$ cat src/rtl/hazard_stall_ctrl.sv
// Load-use / freeze / redirect stall controller for a classic 5-stage pipe.
// Optional saturating stall counter port enabled by defining HAZ_PERF_CNT_EN.
module hazard_stall_ctrl #(
    parameter int unsigned REG_ADDR_W   = 3,
    parameter int unsigned LU_STALL_CYC = 1,
    parameter int unsigned CNT_W        = 16
) (
    input  logic                  clk,
    input  logic                  rst_n,
    input  logic                  mem_read_id_ex,
    input  logic [REG_ADDR_W-1:0] write_reg_id_ex,
    input  logic                  write_reg_valid_id_ex,
    input  logic [REG_ADDR_W-1:0] rs_if_id,
    input  logic [REG_ADDR_W-1:0] rt_if_id,
    input  logic                  rs_valid_if_id,
    input  logic                  rt_valid_if_id,
    input  logic                  mem_busy,
    input  logic                  branch_taken,
    output logic                  pc_write,
    output logic                  if_id_write,
    output logic                  control_zero,
    output logic                  if_id_flush
`ifdef HAZ_PERF_CNT_EN
    ,
    output logic [CNT_W-1:0]      stall_cnt
`endif
);

    typedef enum logic {
        RUN      = 1'b0,
        LU_STALL = 1'b1
    } state_t;

    localparam logic [2:0] REM_INIT = 3'(LU_STALL_CYC - 1);

    state_t     state_q, state_d;
    logic [2:0] rem_q, rem_d;
    logic       hz;

    assign hz = mem_read_id_ex && write_reg_valid_id_ex &&
                (((write_reg_id_ex == rs_if_id) && rs_valid_if_id) ||
                 ((write_reg_id_ex == rt_if_id) && rt_valid_if_id));

    always_ff @(posedge clk or negedge rst_n) begin
        if (!rst_n) begin
            state_q <= RUN;
            rem_q   <= '0;
        end else begin
            state_q <= state_d;
            rem_q   <= rem_d;
        end
    end

    // Outputs are gated by rst_n so reset forces RUN behaviour even with live inputs.
    always_comb begin
        state_d      = state_q;
        rem_d        = rem_q;
        pc_write     = 1'b1;
        if_id_write  = 1'b1;
        control_zero = 1'b0;
        if_id_flush  = 1'b0;
        if (rst_n) begin
            if (mem_busy) begin
                pc_write    = 1'b0;
                if_id_write = 1'b0;
            end else if (branch_taken) begin
                control_zero = 1'b1;
                if_id_flush  = 1'b1;
                state_d      = RUN;
                rem_d        = '0;
            end else if ((state_q == LU_STALL) || hz) begin
                pc_write     = 1'b0;
                if_id_write  = 1'b0;
                control_zero = 1'b1;
                if (state_q == RUN) begin
                    if (LU_STALL_CYC > 1) begin
                        state_d = LU_STALL;
                        rem_d   = REM_INIT;
                    end
                end else if (rem_q <= 3'd1) begin
                    state_d = RUN;
                    rem_d   = '0;
                end else begin
                    rem_d = rem_q - 3'd1;
                end
            end
        end
    end

`ifdef HAZ_PERF_CNT_EN
    logic [CNT_W-1:0] cnt_q;

    always_ff @(posedge clk or negedge rst_n) begin
        if (!rst_n) begin
            cnt_q <= '0;
        end else if (!pc_write && (cnt_q != '1)) begin
            cnt_q <= cnt_q + CNT_W'(1);
        end
    end

    assign stall_cnt = cnt_q;
`endif

endmodule
$ cat config.mk
export PLATFORM = sky130hd
export DESIGN_NAME = hazard_stall_ctrl
export DESIGN_NICKNAME = d
export VERILOG_FILES = /design/src/rtl/hazard_stall_ctrl.sv
export SDC_FILE = /design/constraint.sdc
export NUM_CORES = 1
export LEC_CHECK = 0
export BUFFER_PORTS_ARGS = -buffer_cell sky130_fd_sc_hd__buf_2
export CAP_MARGIN = 20
export CORE_AREA = 2 2 39 41
export DETAILED_ROUTE_END_ITERATION = 12
export DIE_AREA = 0 0 41 43
export GPL_TIMING_DRIVEN = 0
export RECOVER_POWER = 25
export REMOVE_ABC_BUFFERS = 1
export SLEW_MARGIN = 10
export SYNTH_ARGS = -nofsm -noshare
export SYNTH_HDL_FRONTEND = slang
export SYNTH_SLANG_ARGS = --single-unit
export TNS_END_PERCENT = 10
$ cat constraint.sdc
create_clock -name clk -period 1.4 [get_ports clk]
set_clock_uncertainty 0.05 [all_clocks]
set_input_delay 0.07 -clock clk [delete_from_list [all_inputs] [get_ports clk]]
set_output_delay 0.07 -clock clk [all_outputs]
set_load 0.005 [all_outputs]
# Yosys cells after proc, flatten, opt, wreduce, memory -nomap -nowiden
# Cells that the tools add are included.
# W data, S select, Z words.
dict set report word_totals {
  reg_bits 4
  input_bits 17
  output_inout_bits 4
  elab_cells 36
}
dict set report op_classes {
  addsub 1
  order_cmp 1
  n_eq_ne 2
  mux 19
  bitwise_logic 1
  n_reduce_logical 10
}
# cell count
set ops {}
lappend ops {{$mux W1} 15}
lappend ops {{$mux W3} 4}
lappend ops {{$eq A3 B3 Y1} 2}
lappend ops {{$logic_and A1 B1 Y1} 4}
lappend ops {{$reduce_and A4 Y1} 1}
lappend ops {{$reduce_bool A2 Y1} 2}
lappend ops {{$le A3 B1 Y1 const B} 1}
lappend ops {{$reduce_and A3 Y1} 1}
lappend ops {{$sub A3 B1 Y3 const B} 1}
lappend ops {{$logic_or A1 B1 Y1} 2}
lappend ops {{$not A1 Y1} 1}

# Logic depth before layout (Yosys ltp)
dict set report logic_depth {
  ltp_word 9
  mapped_depth 6
  mapped_depth_nobuf 6
}

# Worst setup path after synthesis
# OpenSTA, ideal clock, no wires.
dict set report synth_path {
  path_kind {reg2reg}
  from {register rem_q[0]}
  to {register rem_q[1]}
  setup_ns 0.074
  arrival_time_ns 1.221
  t_required_ns 1.276
  slack_ns 0.055
  stages_incl_launch_ff 6
  path_buffers 0
  period_less_slack_ns 1.345
  cell_sequence {dfrtp_1 -> ha_1 -> o21ba_1 -> o21bai_2 -> or3_1 -> o21ai_2}
}
dict set report synth_via {
  elab_chain_len 5
  word_cells_on_any_way 6
  classes_between {1 x add/sub; 1 x order compare; 4 x mux}
}
# item line
set synth_lines {}
lappend synth_lines {{start: declaration} 37} ;# logic [2:0] rem_q, rem_d;
lappend synth_lines {{start signal: assignment} 50} ;# rem_q <= rem_d;
lappend synth_lines {{$sub A3 B1 Y3 or $le A3 B1 Y1 (tied branches)} {84, 80}}
lappend synth_lines {{$mux W3 *} 80} ;# end else if (rem_q <= 3'd1) begin
lappend synth_lines {{$mux W3 *} 75} ;# if (state_q == RUN) begin
lappend synth_lines {{$mux W3 *} 71} ;# end else if ((state_q == LU_STALL) || hz) begin
lappend synth_lines {{$mux W3 *} 66} ;# end else if (branch_taken) begin
# Mark *: on every way between the ends. The rest lies on a longest branch, timed or not. The select of a mux whose other input is x is not followed.
# A chain may end at the register's enable or synchronous reset.

# Worst setup path after layout
# Ends and elaborated chain as after synthesis.

==> metrics <==
status finished clean; CTS Buf Count 3; clk_lat worst skew 0.23 ns; Synth area leaders dfrtp_1 28%, xnor2_1 15%, ha_1 7.0%; Synth area leader dfrtp_1; crit-path max cell delay 0.44 ns; WP buf/inv 0; crit path capture type register; Port Buf Inserts 20; Pleak 0.258 nW; # rows 14; CP startpoint rem_q[0]; hold path depth 4; R2R cell count 5; die area 1760 µm²; Max IR drop VDD 0.287 mV; number of flops mapped to enable cells by yosys 0; DRC errors left 0; async set-reset flop share out of synthesis 1.00; final period utilization 0.987; layout cell share with drive strength beyond 1 0.565; startpoint type of the worst setup path register; Placement Cell Area 468 µm²; final worst slack 0.0186 ns; Min Hold Slack 0.147 ns; Yosys cell types 23; fin nets 83; RSZ-0062 raised after global routing yes; setup tns final 0 ns; GP Congestion 0.668; reg2reg end rem_q[1]; synth cell count leaders 6 x xnor2_1, 4 x dfrtp_1, 3 x inv_1; GR Overflow Total 0; DP Wirelength 634 µm; MaxCap Viol Count 0; mean post-synth cell area 9.35 µm²; largest net degree at the start of global routing 9; Critical Setup Path Class reg2reg; Routed Wire Length 834 µm; Worst Hold Path EP rem_q[1]; Worst-Margin Slew 0.236 ns; Max-slew headroom 0.842; minimum clock period 1.38 ns; crit path DAT 1.49 ns; min-delay src branch_taken; core area 1380 µm²; Die X 41 µm; hold crit path type in2reg; CP max stage cell dfrtp_2; worst slack, placed 0.00385 ns; synth warn 0; CTS clock-pin slew for the worst setup and hold paths 0.04 ns; I/O pin cnt 21; final antenna-violating net count 0; Via density 4.72; post-DR wirelength/cell 10.7 µm; initial antenna violation count 0; Power Density 1200 nW/µm²; Final Non-Filler Cells 78; # clock sinks 4; height of the die 43 µm; critical path required time 1.51 ns; H-tree Lvls 1; clk buf depth 2; crit-path leading delay family flip-flops; Hold Fails Final Rpt 0; ANT cells 0; global-route wire length before repair 1230 µm; starting density of the core 0.257; placed insts 73; post-synth top area share 0.282; Final Cell Area 541 µm²; largest fanout on the critical path 5; reg2reg setup slack 0.02 ns; vias in the first global route 363; Vias 368; reg2reg start rem_q[0]; DRT iter0 DRCs 1; synthesized instance count 38; Overall Global Routing Usage 0.0992; Core Util, Final 0.391; top-count cell post-synth xnor2_1; Clock Root Buffer clkbuf_4; final setup vio count 0; sequential share of the synthesized area 0.282; Synth Flop Type dfrtp_1; Synth-to-Final Area Change 52.1%; Post-Syn Area 355 µm²; CTS tree built; Max Fclk 0.724 GHz; Max Slew Vio Count 0; Pre-Repair DR Iteration Count 4; total power 0.650 mW; CP Cell Sequence ha_4 > o21ba_4 > o21bai_2 > or3_1 > o21ai_2; register bit count reported by yosys 4
-- kinds of logic after synthesis --
logic type               count (synthesis)  share of synthesized area
flip-flops                               4                      0.282
AND/OR/NAND/NOR                         12                      0.218
XOR/XNOR                                 6                      0.148
buffers and inverters                    4                     0.0528
adder cells (fa/ha/maj)                  2                     0.0704
AO/OA/AOI/OAI                           10                      0.229
-- metal layers --
metal	track usage	vias up	wire [µm]
met5	0	-	0
met4	0.0600	0	0
met3	0.00524	0	80
met2	0.169	22	414
met1	0.112	161	339
li1	-	185	-
-- cells in the final DEF (no fill, tap or decap), drive strengths merged, types with 2 or more instances in the layout --
cell type,n
buf,20
xnor2,6
o21ai,5
clkbuf,4
dfrtp,4
inv,3
nand4,2
nand2,2
ha,2
-- registers in the layout, indices dropped and copies added, names as in the netlist --
register and cells:
rem_q 3, state_q 1
-- repair_timing --
action | CTS | global route
endpoints found under the hold margin | 4 | 4
setup endpoints to repair | 5 | 4
setup buffers | 0 | 1
pin swaps | 2 | 2
gates resized for setup | 1 | 7
-- area by class of cell --
cell class	count	area [µm²]
fillers	146	843
inverters	3	11.3
flip-flops and latches	4	101
multi-input cells	30	269
clock buffers	3	22.5
well taps	16	20.0
repair buffers	22	116
-- worst max path at each step --
| stage | end | cells past startpoint |
|---|---|---|
| final | rem_q[1] | 5 |
| after global routing | rem_q[1] | 6 |
| after CTS | rem_q[1] | 5 |
| after detailed placement | rem_q[1] | 5 |
| after global placement | rem_q[1] | 5 |
| after floorplan | rem_q[1] | 5 |
-- worst min-delay path, cell delays in order --
cell	delay [ns]
buf_2	0.15
o21ai_4	0.07
inv_2	0.06
o21ai_2	0.04
-- power breakdown --
| part | total, mW | internal [mW] | switching [mW] |
|---|---|---|---|
| registers | 0.209 | 0.160 | 0.0491 |
| logic | 0.299 | 0.166 | 0.132 |
| clock network | 0.143 | 0.0959 | 0.0473 |
Power figures use the tool's default switching activity.
